### config.mk
export PLATFORM = sky130hd
export DESIGN_NAME = sc_grid_monitor
export DESIGN_NICKNAME = d
export VERILOG_FILES = /design/src/rtl/sc_grid_monitor.sv
export SDC_FILE = /design/constraint.sdc
export NUM_CORES = 1
export LEC_CHECK = 0
export CORE_ASPECT_RATIO = 2
export CORE_MARGIN = 2
export CORE_UTILIZATION = 48
export CTS_BUF_LIST = sky130_fd_sc_hd__clkbuf_2
export CTS_CLUSTER_DIAMETER = 30
export DETAILED_ROUTE_END_ITERATION = 10
export PLACE_DENSITY = 0.78
export SYNTH_ARGS = -nofsm -noshare
export SYNTH_HDL_FRONTEND = slang
export SYNTH_SLANG_ARGS = --single-unit
### constraint.sdc
create_clock -name clk -period 2.1 [get_ports clk]
set_input_delay 0.42 -clock clk [delete_from_list [all_inputs] [get_ports clk]]
set_output_delay 0.42 -clock clk [all_outputs]
set_load 0.05 [all_outputs]
### src/rtl/sc_grid_monitor.sv
// sc_grid_monitor: classifies grid voltage/frequency samples as normal,
// unstable or critical. The raw class passes through an escalation debounce,
// a stepwise recovery hysteresis and a sample-loss watchdog. The filtered
// result drives grid_state for the charge FSM.
//
// Optional feature macro: SC_GRID_EVENT_CNT_EN adds crit_events[7:0], a
// saturating count of entries into CRITICAL (escalation or watchdog).
//
// Input qualification: sample_valid marks volt_sample/freq_sample as valid
// for exactly the cycle it is high. There is no back-pressure; every valid
// sample is accepted on the clock edge that sees it.
//
// The filter FSM state register is grid_state itself, so the FSM state is
// always directly observable on that port.
module sc_grid_monitor #(
  parameter int VW          = 9,
  parameter int FW          = 13,
  parameter int V_NORM_LO   = 207,
  parameter int V_NORM_HI   = 253,
  parameter int V_CRIT_LO   = 180,
  parameter int V_CRIT_HI   = 270,
  parameter int F_NORM_LO   = 4950,
  parameter int F_NORM_HI   = 5050,
  parameter int F_CRIT_LO   = 4800,
  parameter int F_CRIT_HI   = 5200,
  parameter int ESC_CNT     = 3,
  parameter int REC_CNT     = 8,
  parameter int TIMEOUT_CYC = 1000
) (
  input  logic          clk,
  input  logic          reset_n,
  input  logic          sample_valid,
  input  logic [VW-1:0] volt_sample,
  input  logic [FW-1:0] freq_sample,
  output logic [1:0]    grid_state,
  output logic [1:0]    raw_class,
  output logic          state_change,
`ifdef SC_GRID_EVENT_CNT_EN
  output logic          timeout_flag,
  output logic [7:0]    crit_events
`else
  output logic          timeout_flag
`endif
);

  localparam logic [1:0] GRID_NORMAL   = 2'd0;
  localparam logic [1:0] GRID_UNSTABLE = 2'd1;
  localparam logic [1:0] GRID_CRITICAL = 2'd2;

  localparam int EW = $clog2(ESC_CNT + 1);
  localparam int RW = $clog2(REC_CNT + 1);
  localparam int IW = $clog2(TIMEOUT_CYC + 1);

  localparam logic [VW-1:0] VNL = VW'(V_NORM_LO);
  localparam logic [VW-1:0] VNH = VW'(V_NORM_HI);
  localparam logic [VW-1:0] VCL = VW'(V_CRIT_LO);
  localparam logic [VW-1:0] VCH = VW'(V_CRIT_HI);
  localparam logic [FW-1:0] FNL = FW'(F_NORM_LO);
  localparam logic [FW-1:0] FNH = FW'(F_NORM_HI);
  localparam logic [FW-1:0] FCL = FW'(F_CRIT_LO);
  localparam logic [FW-1:0] FCH = FW'(F_CRIT_HI);

  localparam logic [EW-1:0] ESC_LIM  = EW'(ESC_CNT);
  localparam logic [RW-1:0] REC_LIM  = RW'(REC_CNT);
  localparam logic [IW-1:0] IDLE_LIM = IW'(TIMEOUT_CYC);

  logic [EW-1:0] esc_cnt, esc_nxt, esc_inc;
  logic [RW-1:0] rec_cnt, rec_nxt, rec_inc;
  logic [IW-1:0] idle_cnt, idle_nxt, idle_inc;
  logic [1:0]    state_nxt, raw_nxt, raw_now;
  logic          tflag_nxt;
  logic          is_crit, is_norm;

  assign esc_inc  = esc_cnt + EW'(1);
  assign rec_inc  = rec_cnt + RW'(1);
  assign idle_inc = idle_cnt + IW'(1);

  // Raw classification of the sample currently on the inputs.
  always_comb begin
    is_crit = (volt_sample < VCL) || (volt_sample > VCH) ||
              (freq_sample < FCL) || (freq_sample > FCH);
    is_norm = (volt_sample >= VNL) && (volt_sample <= VNH) &&
              (freq_sample >= FNL) && (freq_sample <= FNH);
    if (is_crit)      raw_now = GRID_CRITICAL;
    else if (is_norm) raw_now = GRID_NORMAL;
    else              raw_now = GRID_UNSTABLE;
  end

  // Filter FSM and watchdog next-state; a sample always beats a watchdog trip.
  always_comb begin
    state_nxt = grid_state;
    esc_nxt   = esc_cnt;
    rec_nxt   = rec_cnt;
    idle_nxt  = idle_cnt;
    tflag_nxt = timeout_flag;
    raw_nxt   = raw_class;
    if (sample_valid) begin
      idle_nxt  = '0;
      tflag_nxt = 1'b0;
      raw_nxt   = raw_now;
      if (raw_now > grid_state) begin
        rec_nxt = '0;
        if (esc_inc == ESC_LIM) begin
          state_nxt = raw_now;
          esc_nxt   = '0;
        end else begin
          esc_nxt = esc_inc;
        end
      end else if (raw_now < grid_state) begin
        esc_nxt = '0;
        if (rec_inc == REC_LIM) begin
          state_nxt = grid_state - 2'd1;
          rec_nxt   = '0;
        end else begin
          rec_nxt = rec_inc;
        end
      end else begin
        esc_nxt = '0;
        rec_nxt = '0;
      end
    end else if (idle_cnt != IDLE_LIM) begin
      idle_nxt = idle_inc;
      if (idle_inc == IDLE_LIM) begin
        state_nxt = GRID_CRITICAL;
        esc_nxt   = '0;
        rec_nxt   = '0;
        tflag_nxt = 1'b1;
      end
    end
  end

  // State, counters and registered outputs.
  always_ff @(posedge clk or negedge reset_n) begin
    if (!reset_n) begin
      grid_state   <= GRID_UNSTABLE;
      raw_class    <= GRID_UNSTABLE;
      state_change <= 1'b0;
      timeout_flag <= 1'b0;
      esc_cnt      <= '0;
      rec_cnt      <= '0;
      idle_cnt     <= '0;
    end else begin
      grid_state   <= state_nxt;
      raw_class    <= raw_nxt;
      state_change <= (state_nxt != grid_state);
      timeout_flag <= tflag_nxt;
      esc_cnt      <= esc_nxt;
      rec_cnt      <= rec_nxt;
      idle_cnt     <= idle_nxt;
    end
  end

`ifdef SC_GRID_EVENT_CNT_EN
  // Saturating count of entries into CRITICAL.
  always_ff @(posedge clk or negedge reset_n) begin
    if (!reset_n) begin
      crit_events <= 8'd0;
    end else if ((state_nxt == GRID_CRITICAL) && (grid_state != GRID_CRITICAL) &&
                 (crit_events != 8'hFF)) begin
      crit_events <= crit_events + 8'd1;
    end
  end
`endif

endmodule
# --- Yosys cells after proc, flatten, opt, wreduce, memory -nomap -nowiden ---
# Cells that the tools add are included.
# Widths: inputs -> output; s select.
op_classes:
  addsub: 4
  n_lt_le_gt_ge: 10
  n_eq_ne: 5
  mux: 25
  n_reduce_logical: 9
op_table:
  columns: ["op", "n"]
  rows:
  - ["$mux 2", 13]
  - ["$mux 4", 6]
  - ["$mux 10", 2]
  - ["$ge 13x13->1 const B", 1]
  - ["$gt 13x13->1 const B", 1]
  - ["$le 13x13->1 const B", 1]
  - ["$lt 13x13->1 const B", 1]
  - ["$add 10x1->10 const B", 1]
  - ["$eq 10x10->1 const B", 1]
  - ["$ne 10x10->1 const B", 1]
  - ["$ge 9x8->1 const B", 1]
  - ["$gt 9x9->1 const B", 1]
  - ["$le 9x8->1 const B", 1]
  - ["$lt 9x8->1 const B", 1]
  - ["$add 4x1->4 const B", 1]
  - ["$eq 4x4->1 const B", 1]
  - ["$mux 1", 4]
  - ["$reduce_bool 2->1", 2]
  - ["$logic_and 1x1->1", 3]
  - ["$logic_or 1x1->1", 3]
  - ["$add 2x1->2 const B", 1]
  - ["$eq 2x2->1 const B", 1]
  - ["$gt 2x2->1", 1]
  - ["$lt 2x2->1", 1]
  - ["other kinds (3)", 3]
totals:
  regBits: 22
  in_bits: 25
  output_inout_bits: 6
  elab_cells: 60

# --- Logic depth before layout (Yosys ltp) ---
# Gate-level depths: netlist of the first run.
logic_depth:
  word_depth: 11
  depth_mapped: 12
  ltp_nobuf: 12

# --- Worst setup path after synthesis of the first run ---
# Ideal clock, no wire load.
synth_timing:
  kind: "in2reg"
  start: "input freq_sample[11]"
  end: "register grid_state[1]"
  setup_time_ns: 0.111
  arrival_ns: 2.773
  required_ns: 1.989
  slack_ns: -0.784
  path_stages: 11
  cell_sequence: "or3b_2 -> o32a_1 -> a211oi_2 -> inv_1 -> ha_1 -> nor2b_1 -> a2bb2oi_1 -> nand3_1 -> nand3_1 -> a21oi_1 -> a2111oi_2"
synth_via:
  elab_chain_cells: 9
synth_rtl:
  columns: ["item", "line", "text"]
  rows:
  - ["from (decl)", "34", "input logic [FW-1:0] freq_sample,"]
  - ["$ge 13x13->1", "83", "(freq_sample >= FNL) && (freq_sample <= FNH);"]
  - ["$logic_and 1x1->1", "82", "is_norm = (volt_sample >= VNL) && (volt_sample <= VNH) &&"]
  - ["$logic_and 1x1->1", "83", null]
  - ["$mux 1", "85", "else if (is_norm) raw_now = GRID_NORMAL;"]
  - ["$mux 2 (*)", "84", "if (is_crit) raw_now = GRID_CRITICAL;"]
  - ["$lt 2x2->1", "109", "end else if (raw_now < grid_state) begin"]
  - ["$mux 2", "109", null]
  - ["$mux 2 (*)", "101", "if (raw_now > grid_state) begin"]
  - ["$mux 2 (*)", "97", "if (sample_valid) begin"]
  - ["net state_nxt[1]", "70", "logic [1:0] state_nxt, raw_nxt, raw_now;"]
  - ["to (signal assigned)", "143", "grid_state <= state_nxt;"]
  - ["to (decl)", "35", "output logic [1:0] grid_state,"]
# The timed path passes the listed nets; every way through them passes the cells marked *.
# A chain may end at the register's enable or synchronous reset.

# --- Worst setup path after layout of the first run ---
# Same ends and word-level chain as after synthesis.

==> impl_metrics.toml, run 1 <==
[detailed_routing]
drtAntennaViolNets = 0
route.detailed.drc = 0
firstDrtPassIters = 4
avgRoutedWirePerCell_um = 17.2
vias = 1721
routed_wl_um = 4760
wl_met2_um = 2690
dr_wl_met3_um = 154
routed.top_layer = "met4"
vias_per_cell = 6.21
drt_iter0_drc = 45
m1WireLength_um = 1590

[pwr]
clock_power_share_pct = 27.7
p_sw_share_pct = 29.4
internal_power_w = 0.000774
p_comb_share_pct = 29.1
p_leak_nw = 1.02
irDropWorstVdd_uv = 389
power_per_cell_area_nw_per_um2 = 466
power.switching_w = 0.000322
power.share.sequential_pct = 43.2

[yosys]
synth.top_cell.area_share_pct = 31.8
async_reset_ff_share_pct = 100
synth_fp_nets = 209
synth_edf_count = 0
synth.ff_latch_count = 22
synth_top_cells_by_count = "nor2_1 (23), dfrtp_1 (20), nand2_1 (11), nand3_1 (11), a21oi_1 (10)"
synth.area.top_cells = "dfrtp_1 (32%), nor2_1 (5.5%), ha_1 (4.8%), nand3_1 (3.5%), dfstp_2 (3.3%)"
yosysTopAreaCell = "dfrtp_1"
syn_inst = 178
ys_warn_count = 0
seq_area_frac_synth_pct = 35.2
avgSynthCellArea_sq_um = 8.84
syn_area_sq_um = 1570
synth.most_common_cell = "nor2_1"
synthFlopType = "dfrtp_1"
synth.distinct_cells = 57

[global_route]
grt_overflow = 0
grt.total_usage_pct = 26.1
first_global_vias = 1827
grt_pass1_wl_um = 7520
antenna_found_initial = 0
grt_start_max_net_pins = 23

[sta]
fmax_mhz = 422
fin_crit_sh_pct = 113
slew_headroom_pct = 61.9
period_minus_slack_ns = 2.37
hold_viol_final = 0
skew_ns = 0.00990
setup_viol = 9
rsz0062_at_grt = "true"
worst_pin_slew_ns = 0.570
layout_setup_ws_ns = -0.271
report.final.slew_viol_count = 0

[final_layout]
n_antenna_cell = 0
finalNonFillerCells = 277
final_net_count = 278
design_area_sq_um = 2350
regArea_sq_um = 553
synthToLayoutAreaGrowth_pct = 49.6
multi_input_area_sq_um = 1110
drive_above_1_share_pct = 39.0
fillers = 227

[floorplan]
die_area_sq_um = 3780
initial_utilization_pct = 49.8
die_w_um = 44.5
rows = 29
die_y_um = 85.0
pin_count = 31
coreArea_sq_um = 3160

[placement]
placed_cells = 261
place.gp.congestion = 0.873
port_buffers = 30
placed_area_sq_um = 2120
pre_cts_ws_ns = -1.07
dp_hpwl_um = 3310

[critical_path]
startpoint_type = "input pin"
rr_worst_depth = 7
cp_max_fo = 4
cp.arrival_ns = 2.62
crit_type = "in -> reg"
cpMaxStageDelayCell = "or3b_4"
crit_path_end_kind = "flip-flop"
crit_family = "simple AND/OR/NAND/NOR gates"
worstPathRequired_ns = 2.35
max_stage_delay_ns = 0.38
path_buf_inv = 3
cp_cell_sequence = "buf_6, or3b_4, o32a_1, a211oi_4, inv_2, ha_4, nor2b_4, nor3_2, buf_4, and4_1, a2111oi_2"
worstSetupPathDepth = 11

[outcome]
violations = "negative setup slack"
outcome = "finished with violations"

[cts]
clockBufferDepth = 2
cts_inserted_buffers = 3
cts_sinks = 22
cts_tree = "done"
clk_latency_ns = 0.34
htreeDepth = 1
ctsRootBufferMaster = "clkbuf_2"
clk_pin_slew_worst_paths_ns = 0.23

[run]
timing.max_cap.violations = 0

[worst_hold_path]
worstHoldPathType = "in -> async"
==> stage by stage <==
step,power [W],hold WS (ns),setup TNS [ns],utilization [%]
finish,0.00110,0.371,-1.78,74.6
global route,0.00114,0.363,-2.08,74.6
CTS,0.00108,0.373,-1.97,72.7
detailed placement,0.000740,0.472,-8.40,67.0
global placement,0.000728,0.461,-7.75,67.0
floorplan,0.000600,0.124,-2.39,-
==> state kept, by name, indices dropped and copies added (netlist names) <==
signal / count
rec_cnt: 4
raw_class: 2
grid_state: 2
esc_cnt: 2
idle_cnt: 10
timeout_flag: 1
state_change: 1
==> logic make-up (layout without fill, tap and decap cells) <==
group	count (synthesis)	in the layout	share of synthesized area [%]
xor+xnor	9	9	5.01
flops	22	22	35.2
simple gates	81	81	27.7
compound gates	42	42	20.4
mux	4	4	2.63
fa+ha+maj	6	6	4.77
buf+inv	14	82	4.38
==> area by class of cell <==
type | instances | area share, %
Multi-Input combinational cell | 142 | 47.2
Timing Repair Buffer | 70 | 24.5
Sequential cell | 22 | 23.5
Tap cell | 31 | 1.65
Clock inverter | 1 | 1.28
Inverter | 8 | 1.28
Clock buffer | 3 | 0.638
==> what timing repair did <==
action,CTS,global route
pin swaps,21,18
hold buffers,0,0
setup buffers,11,4
resized for setup,67,22
setup endpoints to repair,9,10
==> power groups by stage <==
| stage | clock network, W | logic [W] | registers [W] |
|---|---|---|---|
| floorplan | 0 | 0.000110 | 0.000490 |
| global placement | 0 | 0.000252 | 0.000476 |
| detailed placement | 0 | 0.000262 | 0.000478 |
| CTS | 0.000308 | 0.000301 | 0.000471 |
| global route | 0.000323 | 0.000343 | 0.000476 |
| finish | 0.000303 | 0.000320 | 0.000473 |
==> path summary, 6_finish.rpt <==
kind,slack (ns),endpoint,startpoint
max,-0.27,grid_state[1],freq_sample[11]
min,0.37,idle_cnt[7],reset_n
max reg2reg,0,grid_state[1],idle_cnt[1]
min reg2reg,0.51,raw_class[0],raw_class[0]
max in group asynchronous,1.43,grid_state[0],reset_n
min in group clk,0.51,raw_class[0],raw_class[0]
==> routing by layer <==
layer | up-vias | track usage [%]
met5 | - | 0
met4 | 0 | 16.8
met3 | 27 | 2.98
met2 | 72 | 49.7
met1 | 827 | 23.6
li1 | 795 | -
==> cells in the final DEF, fill, tap and decap left out, types with 7 or more instances in the layout <==
cell,instances
buf_6,9
dfrtp_1,20
a21oi_1,9
nand4_1,7
nand2_1,10
dlygate4sd2_1,8
inv_1,7
clkbuf_2,8
buf_4,37
nand3_1,8
nor2_1,21
Note: power is estimated with default switching activity, not from simulation.
==> run 2: changes to the inputs <==
--- a/config.mk
+++ b/config.mk
@@ -11,7 +11,9 @@
 export CTS_BUF_LIST = sky130_fd_sc_hd__clkbuf_2
 export CTS_CLUSTER_DIAMETER = 30
 export DETAILED_ROUTE_END_ITERATION = 10
+export MAX_ROUTING_LAYER = met4
 export PLACE_DENSITY = 0.78
 export SYNTH_ARGS = -nofsm -noshare
 export SYNTH_HDL_FRONTEND = slang
 export SYNTH_SLANG_ARGS = --single-unit
+export TNS_END_PERCENT = 50
==> run 2 against run 1 <==
  * The flow still finishes with violations (negative setup slack)
  * Clock power shrank 40%
  * Maximum frequency shrank 0.91%
  * Worst setup slack lost 0.022 ns
  * Sequential share of layout area shrank 1.4 points
  * Sequential cell count is the same
  * Critical path depth is the same
  * Cell count grew 5.8%
  * Critical endpoint is now state_change
  * Largest cell class unchanged
==> impl_metrics.toml, run 2 (synthesis results as in run 1) <==
[outcome]
outcome = "finished with violations"
violations = "negative setup slack"

[sta]
slew_headroom_pct = 67.1
rsz0062_at_grt = "true"
fmax_mhz = 418
report.final.slew_viol_count = 0
worst_pin_slew_ns = 0.492
skew_ns = 0.0201
period_minus_slack_ns = 2.39
hold_viol_final = 0
setup_viol = 5
layout_setup_ws_ns = -0.293
fin_crit_sh_pct = 114

[placement]
place.gp.congestion = 0.868
dp_hpwl_um = 3570
pre_cts_ws_ns = -0.961
placed_cells = 265
placed_area_sq_um = 2160
port_buffers = 30

[final_layout]
largest_reg_flops = 10
multi_input_area_sq_um = 1130
design_area_sq_um = 2510
layout_common_cells = "buf_4 (44), nor2_1 (21), dfrtp_1 (20)"
final_common_cell = "buf_4"
drive_above_1_share_pct = 42.4
n_antenna_cell = 0
regArea_sq_um = 553
fillers = 213
top_regs = "idle_cnt (10), rec_cnt (4)"
synthToLayoutAreaGrowth_pct = 59.3
finalNonFillerCells = 293
final_net_count = 294
regMostFlops = "idle_cnt"

[floorplan]
pin_count = 31
die_y_um = 85.0
die_w_um = 44.5
die_area_sq_um = 3780
initial_utilization_pct = 49.8
coreArea_sq_um = 3160
rows = 29

[pwr]
internal_power_w = 0.000662
power.share.sequential_pct = 48.2
p_comb_share_pct = 33.6
power_per_cell_area_nw_per_um2 = 395
p_leak_nw = 1.11
clock_power_share_pct = 18.2
p_sw_share_pct = 33.2
irDropWorstVdd_uv = 296
power.switching_w = 0.000328

[critical_path]
cp.arrival_ns = 2.64
crit_type = "in -> reg"
cp-endpoint = "state_change"
reg2reg_to = "grid_state[1]"
rr_worst_depth = 8
cp_max_fo = 4
max_stage_delay_ns = 0.39
crit_path_end_kind = "flip-flop"
worstPathRequired_ns = 2.35
reg2reg_from = "rec_cnt[1]"
startpoint_type = "input pin"
cp_cell_sequence = "buf_8, or3b_4, o32a_1, a211oi_4, inv_2, ha_4, nor2b_4, a2bb2oi_4, nand4_1, buf_6, o31ai_4"
cpMaxStageDelayCell = "or3b_4"
r2r_setup_slack_ns = -0.03
crit_start = "freq_sample[10]"

[global_route]
grt.total_usage_pct = 33.1
grt_pass1_wl_um = 8920
antenna_found_initial = 0
first_global_vias = 1992
grt_overflow = 0
grt_start_max_net_pins = 29

[cts]
ctsHoldBuffers = 0
htreeDepth = 1
cts_sinks = 22
cts_tree = "done"
ctsRootBufferMaster = "clkbuf_2"
clk_pin_slew_worst_paths_ns = 0.21
cts_inserted_buffers = 3
clk_latency_ns = 0.35
clockBufferDepth = 2

[detailed_routing]
drtAntennaViolNets = 0
drt_iter0_drc = 51
routed_wl_um = 6070
avgRoutedWirePerCell_um = 20.7
route.detailed.drc = 0
vias = 1901
vias_per_cell = 6.49
firstDrtPassIters = 4

[worst_hold_path]
worstHoldPathType = "in -> async"

[run]
timing.max_cap.violations = 0
## run 2: through the flow
| stage | total power [W] | hold slack (ns) | TNS, ns | util [%] |
|---|---|---|---|---|
| final | 0.000990 | 0.388 | -0.806 | 79.4 |
| after global placement | 0.000735 | 0.454 | -6.77 | 68.5 |
| after CTS | 0.000946 | 0.410 | -1.11 | 76.6 |
| after floorplan | 0.000600 | 0.124 | -2.43 | - |
| after global routing | 0.00102 | 0.418 | -1.34 | 79.4 |
| after detailed placement | 0.000747 | 0.498 | -7.61 | 68.5 |
## run 2: how the worst min path moves through the flow
stage | end | slack [ns]
6_report | idle_cnt[4] | 0.39
5_1_grt | idle_cnt[1] | 0.42
4_1_cts | idle_cnt[4] | 0.41
3_5_place_dp | raw_class[0] | 0.50
3_3_place_gp | raw_class[0] | 0.45
2_1_floorplan | esc_cnt[0] | 0.12
## run 2: what timing repair did
item,in CTS,in global routing
resized for setup,72,32
pin swaps,18,21
hold endpoints to repair,0,0
setup buffers,22,7
endpoints found under the setup margin,10,10
## run 2: per-layer routing
metal	global-route usage, %	vias up	share of wire, %
li1	-	830	-
met1	28.2	924	32
met2	60.6	109	56
met3	3.83	38	4.6
met4	23.7	0	6.9
met5	-	-	0
## run 2: cell type report
| type | instances | area share, % |
|---|---|---|
| Tap cell | 31 | 1.55 |
| Multi-Input combinational cell | 142 | 45.1 |
| Timing Repair Buffer | 86 | 29.3 |
| Inverter | 8 | 1.20 |
| Sequential cell | 22 | 22.1 |
| Clock buffer | 4 | 0.799 |
## run 2: critical path: cells and delay by family
kind | cells | cell delay, ns
buf+inv | 3 | 0.35
simple gates | 3 | 0.73
fa+ha+maj | 1 | 0.28
compound gates | 4 | 0.87
## run 2: power by group through the flow
stage	clock network, W	registers (W)	logic (W)
floorplan	0	0.000490	0.000110
global placement	0	0.000477	0.000257
detailed placement	0	0.000480	0.000268
CTS	0.000177	0.000474	0.000295
global route	0.000189	0.000479	0.000353
finish	0.000181	0.000477	0.000332
==> patch (settings of run 2) <==
Register the output `timeout_flag` once more, without a reset; this adds one clock of latency there. The other outputs are not delayed to match.
--- a/src/rtl/sc_grid_monitor.sv
+++ b/src/rtl/sc_grid_monitor.sv
@@ -64,6 +64,8 @@
   localparam logic [RW-1:0] REC_LIM  = RW'(REC_CNT);
   localparam logic [IW-1:0] IDLE_LIM = IW'(TIMEOUT_CYC);
 
+  logic timeout_flag_s0;
+
   logic [EW-1:0] esc_cnt, esc_nxt, esc_inc;
   logic [RW-1:0] rec_cnt, rec_nxt, rec_inc;
   logic [IW-1:0] idle_cnt, idle_nxt, idle_inc;
@@ -92,7 +94,7 @@
     esc_nxt   = esc_cnt;
     rec_nxt   = rec_cnt;
     idle_nxt  = idle_cnt;
-    tflag_nxt = timeout_flag;
+    tflag_nxt = timeout_flag_s0;
     raw_nxt   = raw_class;
     if (sample_valid) begin
       idle_nxt  = '0;
@@ -135,7 +137,7 @@
       grid_state   <= GRID_UNSTABLE;
       raw_class    <= GRID_UNSTABLE;
       state_change <= 1'b0;
-      timeout_flag <= 1'b0;
+      timeout_flag_s0 <= 1'b0;
       esc_cnt      <= '0;
       rec_cnt      <= '0;
       idle_cnt     <= '0;
@@ -143,7 +145,7 @@
       grid_state   <= state_nxt;
       raw_class    <= raw_nxt;
       state_change <= (state_nxt != grid_state);
-      timeout_flag <= tflag_nxt;
+      timeout_flag_s0 <= tflag_nxt;
       esc_cnt      <= esc_nxt;
       rec_cnt      <= rec_nxt;
       idle_cnt     <= idle_nxt;
@@ -162,4 +164,8 @@
   end
 `endif
 
+  always_ff @(posedge clk) begin
+    timeout_flag <= timeout_flag_s0;
+  end
+
 endmodule
Function: no difference found for any inputs over 10 cycles, from zero or initial values and one cycle with reset_n low; that may be too few to reach the edited logic, so the function may still have changed.
==> patch against run 2 <==
- the run still ends with setup timing left
- wire length down 22%
- sequential cell count is 1 higher
- largest cell class unchanged
- via count is 5.4% lower
- setup slack worse by 0.56 ns
- critical endpoint unchanged
- largest power group unchanged
- power decreased by 2.8%
- design area is 8.6% lower
- sequential share of layout area rose by 2.9 points
- synthesized area grew 1.5%
==> patch: results (changes against run 2) <==
- IO buf count: 30 (unchanged)
- Max VDD drop: 0.242 mV (-18%)
- Post-synth ARST share: 95.7% (-4.3 points)
- Share of layout cells above drive strength 1: 33.6% (-8.8 points)
- Met3 Track Usage GR: 2.32% (-1.5 points)
- Final setup fails: 9 (+4)
- Crit-path max cell delay: 0.52 ns (+0.13 ns)
- First-pass GRT wire length: 7720 um (-13%)
- Final Wtd Congestion: 0.832 (-4.2%)
- Worst-skew pair later-pin latency: 0.34 ns
- Clock slew at reported path FFs: 0.22 ns
- Worst-path fanout max: 4 (unchanged)
- Tot GR Track Use: 27.3% (-5.9 points)
- GR Util met2: 51.1% (-9.5 points)
- Slew HR: 66.5% (-0.56 points)
- Syn Nets: 212 (+1.4%)
- Fillers: 262 (+23%)
- Initial DRT Pass Iterations: 4 (unchanged)
- Placed Area: 0.00219 mm2 (+1.4%)
- Post-CTS Setup Inserts: 5 (-77%)
- CTS Buf Count: 3 (unchanged)
- Part of the Yosys area used for sequential elements: 35.9% (+0.73 points)
- Synth warnings: 0 (unchanged)
- Drt wl/cell: 16.8 um (-19%)
- Fin cells: 281 (-4.1%)
- Cell count after synthesis: 181 (+1.7%)
- Vias: 1,798 (-5.4%)
- Top post-synthesis cells by count: 20 x dfrtp_1, 15 x nand2_1, 15 x nor2_1
- Hold WC Path Type: primary input to asynchronous set/reset pin
- Worst reg2reg path startpoint: grid_state[1]
- Clock buffer depth: 2 (unchanged)
- Worst path top cell family by delay: simple AND/OR/NAND/NOR gates
- Slowest CP cell: or4_4
- FF-to-FF End: state_change
- Min setup slack post-route: -0.848 ns (-0.555 ns)
- Drt first-iter violations: 76 (+49%)
- Layout Skew: 0.00525 ns (-0.0148 ns)
- Worst slack at placement: -1.52 ns (-0.555 ns)
- H-tree levels: 1 (unchanged)
- Vias in the first global route: 1,933 (-3.0%)
- Synth top area cells: dfrtp_1 31%, ha_1 4.7%, a21oi_1 3.8%, o21ai_0 3.8%, nand2_1 3.5%
- Hpwl dp: 3680 um (+3.2%)
- Status: complete, but fails checks
- Largest net degree at the start of global routing: 19 (-34%)
- R2R depth: 8 (unchanged)
- Ys flop type: dfrtp_1
- Post-synth cell types: 57 (unchanged)
- Worst hold margin: 0.358 ns (-0.0304 ns)
- Grt met1 use: 23.3% (-4.9 points)
- Placed insts: 267 (+0.75%)
- Root Driver: clkbuf_2
- # diodes: 0 (unchanged)
- Resized cells post-CTS: 51 (-29%)
- Failing checks: setup timing
- Setup TNS: -6.03 ns (-5.22 ns)
- Static leakage: 0.994 nW (-11%)
==> patch: cell count changes after synthesis, moves of 4 or more <==
cell / delta
o21ai_0: +8
nand4_1: -4
nor3_1: -4
clkbuf_1: +4
nor2_1: -8
nand2_1: +4
==> patch: worst max-delay path by stage <==
stage	startpoint	endpoint	slack [ns]	cells after the start
4_1_cts	freq_sample[11]	state_change	-0.88	12
2_1_floorplan	freq_sample[6]	state_change	-0.93	11
3_3_place_gp	freq_sample[9]	state_change	-1.39	12
5_1_grt	freq_sample[6]	state_change	-0.93	13
6_report	freq_sample[6]	state_change	-0.85	12
3_5_place_dp	freq_sample[9]	state_change	-1.52	12
==> patch: cells by family (layout without fill, tap and decap cells) <==
group | count (synthesis) | after routing | synth area share, %
DFF | 23 | 23 | 35.9
adders and majority gates | 6 | 6 | 4.70
and+or+nand+nor | 74 | 74 | 25.9
AOI/OAI and AO/OA | 54 | 54 | 24.6
muxes | 3 | 3 | 1.96
xor gates and xnor gates | 6 | 6 | 3.29
buffers and inverters | 15 | 84 | 3.60
==> patch: power breakdown <==
part / total, mW / switching (mW) / internal, mW
registers: 0.486 / 0.0241 / 0.462
logic: 0.295 / 0.146 / 0.148
clock network: 0.181 / 0.138 / 0.0432
total: 0.962 / 0.308 / 0.654
==> patch: cell type report <==
| type | count | area, um2 | share of cell area (%) |
|---|---|---|---|
| clock buffer | 3 | 15.0 | 0.655 |
| clock inverter | 1 | 5.00 | 0.218 |
| inverter | 9 | 36.3 | 1.58 |
| multi-input combinational | 143 | 1060 | 46.3 |
| sequential | 23 | 573 | 25.0 |
| tap | 31 | 38.8 | 1.69 |
| timing repair buffer | 71 | 562 | 24.5 |
==> patch: metal layers <==
layer	wire, um	vias to the layer above
met5	0	-
met4	259	0
met3	218	30
met2	2760	79
met1	1490	868
li1	-	821
